File: config.mk
export PLATFORM = sky130hd
export DESIGN_NAME = ysyx_041514_if_fetch_flat
export DESIGN_NICKNAME = d
export VERILOG_FILES = /design/src/rtl/ysyx_041514_if_fetch_if.sv /design/src/rtl/ysyx_041514_if_fetch.sv /design/src/flat_wrapper.sv
export SDC_FILE = /design/constraint.sdc
export NUM_CORES = 1
export LEC_CHECK = 0
export CORE_UTILIZATION = 41
export DETAILED_ROUTE_END_ITERATION = 6
export PLACE_DENSITY = 0.89
export SYNTH_ARGS = -nofsm -noshare
export SYNTH_HDL_FRONTEND = slang
export SYNTH_SLANG_ARGS = --single-unit
File: constraint.sdc
create_clock -name clk -period 3.17 [get_ports clk]
set_input_delay 0.317 -clock clk [delete_from_list [all_inputs] [get_ports clk]]
set_output_delay 0.317 -clock clk [all_outputs]
set_load 0.05 [all_outputs]
File: src/rtl/ysyx_041514_if_fetch_if.sv
// ---------------------------------------------------------------------------
// ysyx_041514_if_fetch_if
//   Request/response bundle between the instruction-fetch stage and the
//   instruction memory port.
//
//   master : fetch stage   (drives request, consumes response)
//   slave  : memory side   (consumes request, drives response)
//
//   imem_req_valid_o   fetch request valid
//   imem_req_ready_i   memory accepts the request this cycle
//   imem_addr_o        fetch address (XLEN)
//   imem_resp_valid_i  response data valid
//   imem_resp_data_i   fetched instruction (INST_LEN)
//   imem_resp_err_i    access fault on this response
// ---------------------------------------------------------------------------
interface ysyx_041514_if_fetch_if #(
    parameter int XLEN     = 64,
    parameter int INST_LEN = 32
);
    logic                imem_req_valid_o;
    logic                imem_req_ready_i;
    logic [XLEN-1:0]     imem_addr_o;
    logic                imem_resp_valid_i;
    logic [INST_LEN-1:0] imem_resp_data_i;
    logic                imem_resp_err_i;

    modport master (
        output imem_req_valid_o, imem_addr_o,
        input  imem_req_ready_i, imem_resp_valid_i, imem_resp_data_i, imem_resp_err_i
    );

    modport slave (
        input  imem_req_valid_o, imem_addr_o,
        output imem_req_ready_i, imem_resp_valid_i, imem_resp_data_i, imem_resp_err_i
    );
endinterface

File: src/rtl/ysyx_041514_if_fetch.sv
// ---------------------------------------------------------------------------
// ysyx_041514_if_fetch
//   Instruction-fetch stage. Owns the PC, runs one outstanding
//   request/response fetch against the instruction memory and presents
//   {inst_addr, inst_data, trap_bus} to the IF/ID register. A fetched
//   instruction is held until IF/ID accepts it; every other cycle carries a
//   bubble (PC_RESET_ADDR-4 / INST_NOP / 0) which IF/ID flushes.
//
//   clk, rst          clock, synchronous active-high reset
//   stall_valid_i     pipeline stall bus, bit 1 = IF/ID will not accept
//   redirect_valid_i  single-cycle redirect pulse
//   redirect_pc_i     redirect target
//   imem              instruction memory bundle (master side)
//   inst_addr_if_o    instruction address to IF/ID
//   inst_data_if_o    instruction to IF/ID
//   trap_bus_if_o     bit0 fetch misaligned, bit1 fetch access fault
//   if_busy_o         a fetch is in progress (REQ, RESP or DRAIN)
// ---------------------------------------------------------------------------
module ysyx_041514_if_fetch #(
    parameter int                 XLEN          = 64,
    parameter int                 INST_LEN      = 32,
    parameter int                 TRAP_LEN      = 32,
    parameter logic [XLEN-1:0]    PC_RESET_ADDR = 64'h8000_0000,
    parameter logic [INST_LEN-1:0] INST_NOP     = 32'h0000_0013
) (
    input  logic                  clk,
    input  logic                  rst,
    input  logic [5:0]            stall_valid_i,
    input  logic                  redirect_valid_i,
    input  logic [XLEN-1:0]       redirect_pc_i,
    ysyx_041514_if_fetch_if.master imem,
    output logic [XLEN-1:0]       inst_addr_if_o,
    output logic [INST_LEN-1:0]   inst_data_if_o,
    output logic [TRAP_LEN-1:0]   trap_bus_if_o,
    output logic                  if_busy_o
);

    typedef enum logic [1:0] {
        S_REQ   = 2'd0,
        S_RESP  = 2'd1,
        S_DRAIN = 2'd2,
        S_HOLD  = 2'd3
    } state_t;

    localparam logic [XLEN-1:0] BUBBLE_ADDR = PC_RESET_ADDR - XLEN'(4);

    state_t              state_q;
    logic [XLEN-1:0]     pc_q;
    logic [INST_LEN-1:0] inst_q;
    logic [TRAP_LEN-1:0] trap_q;

    logic pc_aligned;
    logic if_id_stall;
    logic present;

    // Only bit 1 of the shared stall bus concerns this stage.
    logic unused_stall_bits;
    assign unused_stall_bits = ^{stall_valid_i[5:2], stall_valid_i[0]};

    assign pc_aligned  = (pc_q[1:0] == 2'b00);
    assign if_id_stall = stall_valid_i[1];

    // Misaligned PCs never reach the memory; the trap is raised locally.
    assign imem.imem_req_valid_o = (state_q == S_REQ) && pc_aligned;
    assign imem.imem_addr_o      = pc_q;

    // A redirect turns the held instruction into a bubble in the same cycle.
    assign present        = (state_q == S_HOLD) && !redirect_valid_i;
    assign inst_addr_if_o = present ? pc_q   : BUBBLE_ADDR;
    assign inst_data_if_o = present ? inst_q : INST_NOP;
    assign trap_bus_if_o  = present ? trap_q : '0;
    assign if_busy_o      = (state_q != S_HOLD);

    // NOTE: all state in this block uses non-blocking assignments so every
    // register samples the pre-edge values of its neighbours.
    always_ff @(posedge clk) begin
        if (rst) begin
            state_q <= S_REQ;
            pc_q    <= PC_RESET_ADDR;
            // NOTE: inst_q/trap_q are only visible in HOLD, but resetting them
            // keeps simulation free of X on the datapath after reset.
            inst_q  <= INST_NOP;
            trap_q  <= '0;
        end else if (redirect_valid_i) begin
            pc_q <= redirect_pc_i;
            unique case (state_q)
                // An accepted request is owed a response, so it must be drained.
                S_REQ:   state_q <= (imem.imem_req_valid_o && imem.imem_req_ready_i)
                                    ? S_DRAIN : S_REQ;
                S_RESP,
                S_DRAIN: state_q <= imem.imem_resp_valid_i ? S_REQ : S_DRAIN;
                S_HOLD:  state_q <= S_REQ;
                default: state_q <= S_REQ;
            endcase
        end else begin
            unique case (state_q)
                S_REQ: begin
                    if (!pc_aligned) begin
                        inst_q  <= INST_NOP;
                        trap_q  <= TRAP_LEN'(1);
                        state_q <= S_HOLD;
                    end else if (imem.imem_req_ready_i) begin
                        state_q <= S_RESP;
                    end
                end
                S_RESP: begin
                    if (imem.imem_resp_valid_i) begin
                        inst_q  <= imem.imem_resp_err_i ? INST_NOP : imem.imem_resp_data_i;
                        trap_q  <= {{(TRAP_LEN-2){1'b0}}, imem.imem_resp_err_i, 1'b0};
                        state_q <= S_HOLD;
                    end
                end
                S_DRAIN: begin
                    // pc_q already holds the redirect target; drop the data.
                    if (imem.imem_resp_valid_i) begin
                        state_q <= S_REQ;
                    end
                end
                S_HOLD: begin
                    if (!if_id_stall) begin
                        pc_q    <= pc_q + XLEN'(4);
                        state_q <= S_REQ;
                    end
                end
                default: state_q <= S_REQ;
            endcase
        end
    end

endmodule
File: src/flat_wrapper.sv
// flat-port wrapper written by rule: the top's interface ports become plain ports
module ysyx_041514_if_fetch_flat 
#(
    parameter int                 XLEN          = 64,
    parameter int                 INST_LEN      = 32,
    parameter int                 TRAP_LEN      = 32,
    parameter logic [XLEN-1:0]    PC_RESET_ADDR = 64'h8000_0000,
    parameter logic [INST_LEN-1:0] INST_NOP     = 32'h0000_0013
)
  (clk, rst, stall_valid_i, redirect_valid_i, redirect_pc_i, inst_addr_if_o, inst_data_if_o, trap_bus_if_o, if_busy_o, imem_imem_req_valid_o, imem_imem_addr_o, imem_imem_req_ready_i, imem_imem_resp_valid_i, imem_imem_resp_data_i, imem_imem_resp_err_i);
  ysyx_041514_if_fetch_if #(.XLEN(XLEN), .INST_LEN(INST_LEN)) imem_i ();
  input  logic clk;
  input  logic rst;
  input  logic [5:0] stall_valid_i;
  input  logic redirect_valid_i;
  input  logic [XLEN-1:0] redirect_pc_i;
  output logic [XLEN-1:0] inst_addr_if_o;
  output logic [INST_LEN-1:0] inst_data_if_o;
  output logic [TRAP_LEN-1:0] trap_bus_if_o;
  output logic if_busy_o;
  output wire logic [$bits(imem_i.imem_req_valid_o)-1:0] imem_imem_req_valid_o;
  output wire logic [$bits(imem_i.imem_addr_o)-1:0] imem_imem_addr_o;
  input wire logic [$bits(imem_i.imem_req_ready_i)-1:0] imem_imem_req_ready_i;
  input wire logic [$bits(imem_i.imem_resp_valid_i)-1:0] imem_imem_resp_valid_i;
  input wire logic [$bits(imem_i.imem_resp_data_i)-1:0] imem_imem_resp_data_i;
  input wire logic [$bits(imem_i.imem_resp_err_i)-1:0] imem_imem_resp_err_i;
  assign imem_imem_req_valid_o = imem_i.imem_req_valid_o;
  assign imem_imem_addr_o = imem_i.imem_addr_o;
  assign imem_i.imem_req_ready_i = imem_imem_req_ready_i;
  assign imem_i.imem_resp_valid_i = imem_imem_resp_valid_i;
  assign imem_i.imem_resp_data_i = imem_imem_resp_data_i;
  assign imem_i.imem_resp_err_i = imem_imem_resp_err_i;
  ysyx_041514_if_fetch #(.XLEN(XLEN), .INST_LEN(INST_LEN), .TRAP_LEN(TRAP_LEN), .PC_RESET_ADDR(PC_RESET_ADDR), .INST_NOP(INST_NOP)) u_core (.clk(clk), .rst(rst), .stall_valid_i(stall_valid_i), .redirect_valid_i(redirect_valid_i), .redirect_pc_i(redirect_pc_i), .imem(imem_i), .inst_addr_if_o(inst_addr_if_o), .inst_data_if_o(inst_data_if_o), .trap_bus_if_o(trap_bus_if_o), .if_busy_o(if_busy_o));
endmodule
## Word-level counts from Yosys, hierarchy flattened

Cells that the tools add are included.
Widths: inputs -> output; s select.

| storage, ports and cells | value |
|---|---|
| input port bits | 108 |
| output and inout port bits | 194 |
| register bits | 130 |
| memory bits (writable) | 0 |
| memory bits (read-only) | 0 |
| memories kept | 0 |
| logic and storage cells | 52 |
| latch bits | 0 |

| cells by class | value |
|---|---|
| div/mod/pow operators | 0 |
| magnitude comparators | 0 |
| add/sub/neg operators | 1 |
| shifts and indexed selects | 0 |
| multiplexer cells | 23 |
| bitwise logic cells | 1 |
| $mul | 0 |
| eq/ne operators | 11 |
| reductions and logical operators | 12 |

Operators with widths:

| operator | count |
|---|---|
| $mux 64 | 4 |
| $mux 32 | 7 |
| $pmux 32 s2 | 2 |
| $add 64x3->64 const B | 1 |
| $mux 2 | 8 |
| $ne 3x3->1 const B | 3 |
| $pmux 2 s4 | 1 |
| $reduce_and 4->1 | 2 |
| $ne 2x2->1 const B | 3 |
| $pmux 2 s3 | 1 |
| $eq 2x2->1 const B | 2 |
| $logic_not 2->1 | 2 |
| $ne 4x4->1 const B | 1 |
| $reduce_bool 2->1 | 2 |
| $logic_and 1x1->1 | 3 |
| $eq 2x1->1 const B | 1 |
| $ne 2x1->1 const B | 1 |
| $reduce_and 2->1 | 1 |
| $reduce_or 2->1 | 1 |
| $logic_not 1->1 | 1 |
| $not 1->1 | 1 |

## Logic depth before layout (Yosys ltp)

Gate-level depths: netlist (run 1).

| logic depth | value |
|---|---|
| depth after elaboration | 6 |
| mapped depth | 9 |
| mapped depth without buffers | 7 |

## Least setup slack after synthesis (run 1)

OpenSTA, ideal clock, no wires.

| path | value |
|---|---|
| path type | reg2reg |
| start | reg u_core.pc_q[0] (netlist: u_core.imem.imem_addr_o[0]) |
| end | reg u_core.inst_q[10] |
| data arrival time | 2,791 ps |
| data required time | 3,100 ps |
| period minus slack after synthesis | 2,862 ps |
| cell stages (with the launch flop) | 7 |
| path buffers | 2 |
| setup slack | 308 ps |
| setup time | 70 ps |
| cell sequence | dfxtp_1 > nor3b_1 > or3_1 > clkbuf_1 > clkbuf_1 > nand2_1 > a21oi_1 |

| between the ends | value |
|---|---|
| word-level cells in the longest chain between the ends | 3 |

RTL lines:

| element | RTL line | text |
|---|---|---|
| start: declaration | ysyx_041514_if_fetch.sv:48 | `logic [XLEN-1:0] pc_q;` |
| start signal: assignment | ysyx_041514_if_fetch.sv:85 | `pc_q <= redirect_pc_i;` |
| start signal: assignment | ysyx_041514_if_fetch.sv:121 | `pc_q <= pc_q + XLEN'(4);` |
| $logic_not 2->1 | ysyx_041514_if_fetch.sv:60 | `assign pc_aligned = (pc_q[1:0] == 2'b00);` |
| $ne 2x2->1 (no line) | -- |  |
| $reduce_and 4->1 (no line) | -- |  |
| end signal: assignment | ysyx_041514_if_fetch.sv:108 | `inst_q <= imem.imem_resp_err_i ? INST_NOP : imem.imem_resp_data_i;` |
| end: declaration | ysyx_041514_if_fetch.sv:49 | `logic [INST_LEN-1:0] inst_q;` |

Every way passes these cells.
A chain may end at the register's enable or synchronous reset.

## Worst setup path in the final report (run 1)

| path | value |
|---|---|
| start | reg u_core.state_q[1] |
| end | out inst_addr_if_o[8] |

| between the ends | value |
|---|---|
| word-level cells in the longest chain between the ends | 3 |

RTL lines:

| element | RTL line | text |
|---|---|---|
| start: declaration | ysyx_041514_if_fetch.sv:47 | `state_t state_q;` |
| start signal: assignment | ysyx_041514_if_fetch.sv:88 | `S_REQ: state_q <= (imem.imem_req_valid_o && imem.imem_req_ready_i)` |
| start signal: assignment | ysyx_041514_if_fetch.sv:91 | `S_DRAIN: state_q <= imem.imem_resp_valid_i ? S_REQ : S_DRAIN;` |
| $eq 2x2->1 | ysyx_041514_if_fetch.sv:68 | `assign present = (state_q == S_HOLD) && !redirect_valid_i;` |
| $logic_and 1x1->1 | ysyx_041514_if_fetch.sv:68 |  |
| $mux 64 | ysyx_041514_if_fetch.sv:69 | `assign inst_addr_if_o = present ? pc_q : BUBBLE_ADDR;` |
| end: declaration | flat_wrapper.sv:17 | `output logic [XLEN-1:0] inst_addr_if_o;` |

Every way passes these cells.

==> results of run 1 <==
-- worst paths after layout --
kind	startpoint	to	slack, ns	depth (start not counted)
setup / recovery	u_core.state_q[1]$_SDFFE_PP0P_	inst_addr_if_o[8]	0.32	6
hold / removal	rst	u_core.imem.imem_addr_o[2]$_SDFFE_PP0N_	0.35	2
setup reg to reg	u_core.state_q[1]$_SDFFE_PP0P_	u_core.imem.imem_addr_o[26]$_SDFFE_PP0N_	0.53	7
hold reg to reg	u_core.inst_q[14]$_SDFFE_PP0P_	u_core.inst_q[14]$_SDFFE_PP0P_	0.45	2
-- sequential cells by signal, summed over array words and instances (netlist names) --
name / count
u_core.trap_q: 2
u_core.state_q: 2
u_core.imem.imem_addr_o: 64
u_core.inst_q: 32
-- power by group through the flow --
stage / registers (mW) / clock network [mW] / logic [mW]
detailed placement: 1.45 / 0 / 0.874
floorplan: 1.60 / 0 / 0.393
finish: 1.42 / 1.28 / 0.875
global route: 1.43 / 1.34 / 0.934
global placement: 1.45 / 0 / 0.864
CTS: 1.42 / 1.29 / 0.876
-- metrics by stage --
step / hold slack [ns] / cell area (um2) / instances / power, mW / worst slack, ns
6_report: 0.348 / 8900 / 1201 / 3.57 / 0.325
5_1_grt: 0.344 / 8900 / 1201 / 3.70 / 0.162
4_1_cts: 0.334 / 8900 / 1201 / 3.59 / 0.313
3_5_place_dp: 0.441 / 8560 / 1185 / 2.32 / 0.381
3_3_place_gp: 0.433 / 8560 / 1185 / 2.31 / 0.478
2_1_floorplan: 0.427 / 6190 / 823 / 2.00 / 0.308
-- cell type report --
type / instances / area [um2] / area share [%]
clock inverters: 6 / 111 / 1.25
clock buffers: 10 / 229 / 2.57
inverters: 16 / 62.6 / 0.703
well taps: 184 / 230 / 2.59
repair buffers: 282 / 2650 / 29.8
multi-input cells: 603 / 3620 / 40.6
flip-flops and latches: 100 / 2000 / 22.5
-- cell families (layout without fill, tap and decap cells) --
kind of cell | Yosys count | count (layout) | synth area share (%)
buffers and inverters | 120 | 314 | 9.72
adder cells (fa/ha/maj) | 6 | 6 | 1.23
other | 1 | 30 | 0.0616
AND/OR/NAND/NOR | 397 | 397 | 35.5
flip-flops | 100 | 100 | 32.9
AO/OA/AOI/OAI | 132 | 132 | 15.0
XOR/XNOR | 32 | 32 | 4.61
multiplexers | 6 | 6 | 0.987
-- cells in the final DEF, fill, tap and decap left out, types with 3 or more instances in the layout --
cell,count
inv_1,15
nor2_1,66
and3_1,75
nor3_1,18
nand3_1,55
nand2b_1,3
a21oi_1,38
nand2_1,64
a2111oi_0,6
and4_1,11
ha_1,5
bufinv_16,3
nor2b_1,3
a311oi_1,17
o31ai_1,4
conb_1,30
buf_4,74
xor2_1,6
nand4_1,21
nor4_1,9
xnor2_1,26
clkdlybuf4s50_1,205
or3_1,46
mux2i_1,6
dfxtp_1,100
clkbuf_16,9
a211oi_1,30
o21ai_0,18
or4_1,7
-- routing by layer --
metal  track usage (%)  share of wire (%)
met5                 0                  0
met4              8.43                2.0
met3              8.56                9.7
met2              43.5                 48
met1              32.2                 40
-- synthesized netlist by cell type, types with 7 or more instances --
cell | n | share of area (%)
a21oi_1 | 38 | 3.1
a311oi_1 | 17 | 2.4
nor4_1 | 10 | 1.0
o21ai_0 | 18 | 1.5
nor3_1 | 19 | 1.6
or3_1 | 46 | 4.7
nand2_1 | 64 | 3.9
nor2_1 | 66 | 4.1
dfxtp_1 | 100 | 33
nand3_1 | 55 | 4.5
or4_1 | 7 | 0.86
and3_1 | 75 | 7.7
and4_1 | 11 | 1.6
buf_4 | 32 | 3.9
clkbuf_1 | 61 | 3.8
a211oi_1 | 30 | 3.7
inv_1 | 16 | 0.99
xnor2_1 | 26 | 3.7
nand4_1 | 21 | 2.2
==> qor.yml, run 1 <==
critical_path:
  worstSetupStartpointType: "register"
  slowest_delay_ns: 0.41
  endpoint_kind: "output port"
  slowest_stage: "dfxtp_1"
  crit_path_max_fanout: 26
  worst-path-buf-inv: 4
  worst_path_dominant_cell_family: "buffers and inverters"
  crit_required_ns: 2.85
  critPathKind: "register to output port"
  critical_path.cell_chain: "ha_2 > buf_4 > inv_1 > buf_4 > or3_1 > buf_4"
  critPathMostFrequentCell: "buf_4"
  crit_arrival_ns: 2.53
power:
  p_int_mw: 2.41
  leakage_nw: 3.35
  p_per_area_nw_per_um2: 401
  power_frac_seq_pct: 39.8
  p_sw_mw: 1.16
  swShare_pct: 32.5
  power_frac_clock_pct: 35.8
  max-vdd-ir-drop_v: 0.000388
  comb_power_share_pct: 24.5
cells_and_area:
  num-nets-final: 1126
  diodes: 0
  final_util_pct: 61.3
  synthToLayoutAreaGrowth_pct: 46.3
  layout-drive-gt1-share_pct: 10.5
  nFillCells: 1264
route:
  drtPass1Iterations: 5
  postRouteAntennaNets: 0
  drtIter0Drc: 509
  via_per_inst: 5.62
  vias: 6746
  route.detailed.drc: 0
  routed_wl_mm: 20.6
  routedWlPerCell_um: 17.2
clock_tree:
  cts_buffer_depth: 2
  cts_tree: "yes"
  path_clk_slew_ns: 0.07
  cts_setup_buffers: 0
  clock_sinks: 100
  ctsHoldBuffers: 0
  cts_buffers: 9
  postCtsResizedCells: 0
  clkLatencyLatePin_ns: 0.35
  root_buffer: "clkbuf_16"
  htreeDepth: 3
timing:
  max_clock_freq_mhz: 351
  min_period_ns: 2.85
  fin_setup_tns_ns: 0
  setup_violations: 0
  hold_viol: 0
  clock_skew_ns: 0.00782
  worstMarginPinSlew_ns: 0.776
  finalCritPeriodShare_pct: 89.8
  grt_setup_unrepaired: "false"
  slew_violations: 0
  slew_headroom_pct: 48.2
yosys:
  yosysUniqueCellTypes: 58
  synthCells: 794
  syn_area_um2: 6090
  avgSynthCellArea_um2: 7.66
  synth_enable_flop_cells: 0
  ys_seq_area_share_pct: 32.9
  ys_ff_latch: 100
  ys.flop_type: "dfxtp_1"
  ys_warn_count: 0
  postSynth.asyncResetShare_pct: 0
floorplan:
  rows: 44
  core_um2: 14500
  io_pins: 302
  dieArea_um2: 15300
  start_util_pct: 41.9
  die_width_um: 124
  die_h_um: 124
global_route:
  grt_pass1_wl_mm: 31.6
  grt_pass1_vias: 6098
  grt_max_degree: 68
  grt_usage_pct: 26.4
  antenna_found_initial: 0
  grt.overflow.total: 0
hold_path:
  hold_path_class: "input pin to register"
placed_design:
  io_buffers: 266
  gp_congestion: 0.878
  dp_hpwl_mm: 14.7
flow_run:
  cap_violations: 0
run_status:
  outcome: "finished clean"
Power figures use the tool's default switching activity.
==> inputs of run 2 (changes only) <==
==> constraint.sdc (replaced) <==
create_clock -name clk -period 3.17 [get_ports clk]
set_input_delay 0.317 -clock clk [delete_from_list [all_inputs] [get_ports clk]]
set_output_delay 0.317 -clock clk [all_outputs]
set_load 0.02 [all_outputs]
==> qor.yml, run 2 (same netlist as run 1, synthesis figures left out) <==
clock_tree:
  htreeDepth: 3  # unchanged
  root_buffer: "clkbuf_16"
  ctsHoldBuffers: 0  # unchanged
  cts_setup_buffers: 0  # unchanged
  clock_sinks: 100  # unchanged
  cts_tree: "yes"
  postCtsResizedCells: 0  # unchanged
  cts_buffer_depth: 2  # unchanged
  cts_buffers: 9  # unchanged
  path_clk_slew_ns: 0.07  # about the same
  clkLatencyLatePin_ns: 0.35  # about the same
placed_design:
  gp_congestion: 0.912  # +3.9%
  dp_hpwl_mm: 14.8  # +0.76%
  io_buffers: 266  # unchanged
power:
  max-vdd-ir-drop_v: 0.000326  # -16%
  power_mw: 3.25  # -9.1%
  p_per_area_nw_per_um2: 362  # -9.9%
  leakage_nw: 3.28  # -2.2%
critical_path:
  r2r_slack_ns: 0.55  # +0.02 ns
  critPathKind: "register to output port"
  endpoint_kind: "output port"
  critical_path.cell_chain: "ha_2 > inv_1 > buf_4 > or3_1 > clkdlybuf4s50_1"
  slowest_delay_ns: 0.55  # +0.14 ns
  crit_path_max_fanout: 25  # -3.8%
  rr_worst_depth: 6  # -1
  crit_arrival_ns: 2.51  # -0.02 ns
  slowest_stage: "clkdlybuf4s50_1"
  worstSetupStartpointType: "register"
  crit_required_ns: 2.85  # about the same
timing:
  slew_headroom_pct: 45.7  # -2.6 points
  worstMarginPinSlew_ns: 0.815  # +0.0388 ns
  clock_skew_ns: 0.00684  # -0.000985 ns
  grt_setup_unrepaired: "false"
  setup_violations: 0  # unchanged
  max_clock_freq_mhz: 354  # +0.70%
  fin_setup_tns_ns: 0  # unchanged
  finalCritPeriodShare_pct: 89.1  # -0.62 points
  min_period_ns: 2.83  # -0.0198 ns
  slew_violations: 0  # unchanged
  whs_ns: 0.314  # -0.0335 ns
  hold_viol: 0  # unchanged
cells_and_area:
  largest_reg_flops: 64  # unchanged
  synthToLayoutAreaGrowth_pct: 47.5
  final_common_cell: "clkdlybuf4s50_1"
  nFillCells: 1310  # +3.6%
  final_cell_mix: "264 x clkdlybuf4s50_1, 100 x dfxtp_1, 75 x and3_1"
  num-nets-final: 1125  # -0.089%
  final_util_pct: 61.8  # +0.51 points
  layout-drive-gt1-share_pct: 4.72  # -5.8 points
  diodes: 0  # unchanged
run_status:
  outcome: "finished clean"
route:
  routed_wl_mm: 20.7  # +0.36%
  postRouteAntennaNets: 0  # unchanged
  drtIter0Drc: 430  # -16%
  route.detailed.drc: 0  # unchanged
  vias: 6802  # +0.83%
  drtPass1Iterations: 5  # unchanged
  via_per_inst: 5.67  # +0.91%
  routedWlPerCell_um: 17.2  # +0.45%
global_route:
  grt.overflow.total: 0  # unchanged
  grt_usage_pct: 26.2  # -0.15 points
  grt_max_degree: 86  # +26%
  grt_pass1_wl_mm: 31.3  # -0.96%
  grt_pass1_vias: 6141  # +0.71%
  antenna_found_initial: 0  # unchanged
floorplan:
  start_util_pct: 41.9  # unchanged
  die_width_um: 124  # unchanged
  io_pins: 302  # unchanged
  dieArea_um2: 15300  # unchanged
  die_h_um: 124  # unchanged
  rows: 44  # unchanged
  core_um2: 14500  # unchanged
hold_path:
  hold_path_class: "input pin to register"
  worstHoldPathCells: 2  # unchanged
flow_run:
  cap_violations: 0  # unchanged
==> run 2: changes by cell type in the layout (fill, tap and decap cells not counted), sizes merged <==
| cell | delta |
|---|---|
| clkinv | +1 |
| bufinv | -2 |
| buf | -60 |
| inv | +2 |
| clkbuf | -1 |
| clkdlybuf4s50 | +59 |
==> run 2: final timing paths <==
check / from / endpoint
max: u_core.state_q[1]$_SDFFE_PP0P_ / inst_addr_if_o[23]
max reg2reg: u_core.state_q[1]$_SDFFE_PP0P_ / u_core.imem.imem_addr_o[28]$_SDFFE_PP0N_
min reg2reg: u_core.inst_q[8]$_SDFFE_PP0P_ / u_core.inst_q[8]$_SDFFE_PP0P_
min: rst / u_core.imem.imem_addr_o[7]$_SDFFE_PP0N_
==> run 2: critical path: cells and delay by family, from the launching register on <==
kind	cells	cell delay, ns
fa+ha+maj	1	0.32
buf+inv	3	1.09
flops	1	0.39
simple gates	1	0.33
==> run 2: layer usage <==
metal | vias up | global-route usage (%) | routed length, um
li1 | 3273 | - | -
met1 | 3179 | 31.3 | 8250
met2 | 309 | 44.0 | 9990
met3 | 41 | 7.97 | 1950
met4 | 0 | 9.86 | 497
met5 | - | 0 | 0
==> run 2: area by class of cell <==
| class | instances | area (um2) | share of cell area, % |
|---|---|---|---|
| Multi-Input combinational cell | 603 | 3620 | 40.3 |
| Timing Repair Buffer | 281 | 2770 | 30.8 |
| Sequential cell | 100 | 2000 | 22.3 |
| Tap cell | 184 | 230 | 2.56 |
| Clock buffer | 9 | 225 | 2.51 |
| Clock inverter | 7 | 73.8 | 0.822 |
| Inverter | 16 | 62.6 | 0.697 |
==> run 2: power breakdown <==
part           internal, mW  total (mW)  switching [mW]
Clock                 0.619        1.15           0.529
Combinational         0.321       0.680           0.359
Sequential             1.32        1.42           0.100
Total                  2.26        3.25           0.988
==> run 2: stage by stage <==
step,cells,area [um2],setup WS (ns)
CTS,1200,8980,0.284
global route,1200,8980,0.193
floorplan,823,6190,0.870
detailed placement,1184,8680,0.434
finish,1200,8980,0.344
global placement,1184,8680,0.469
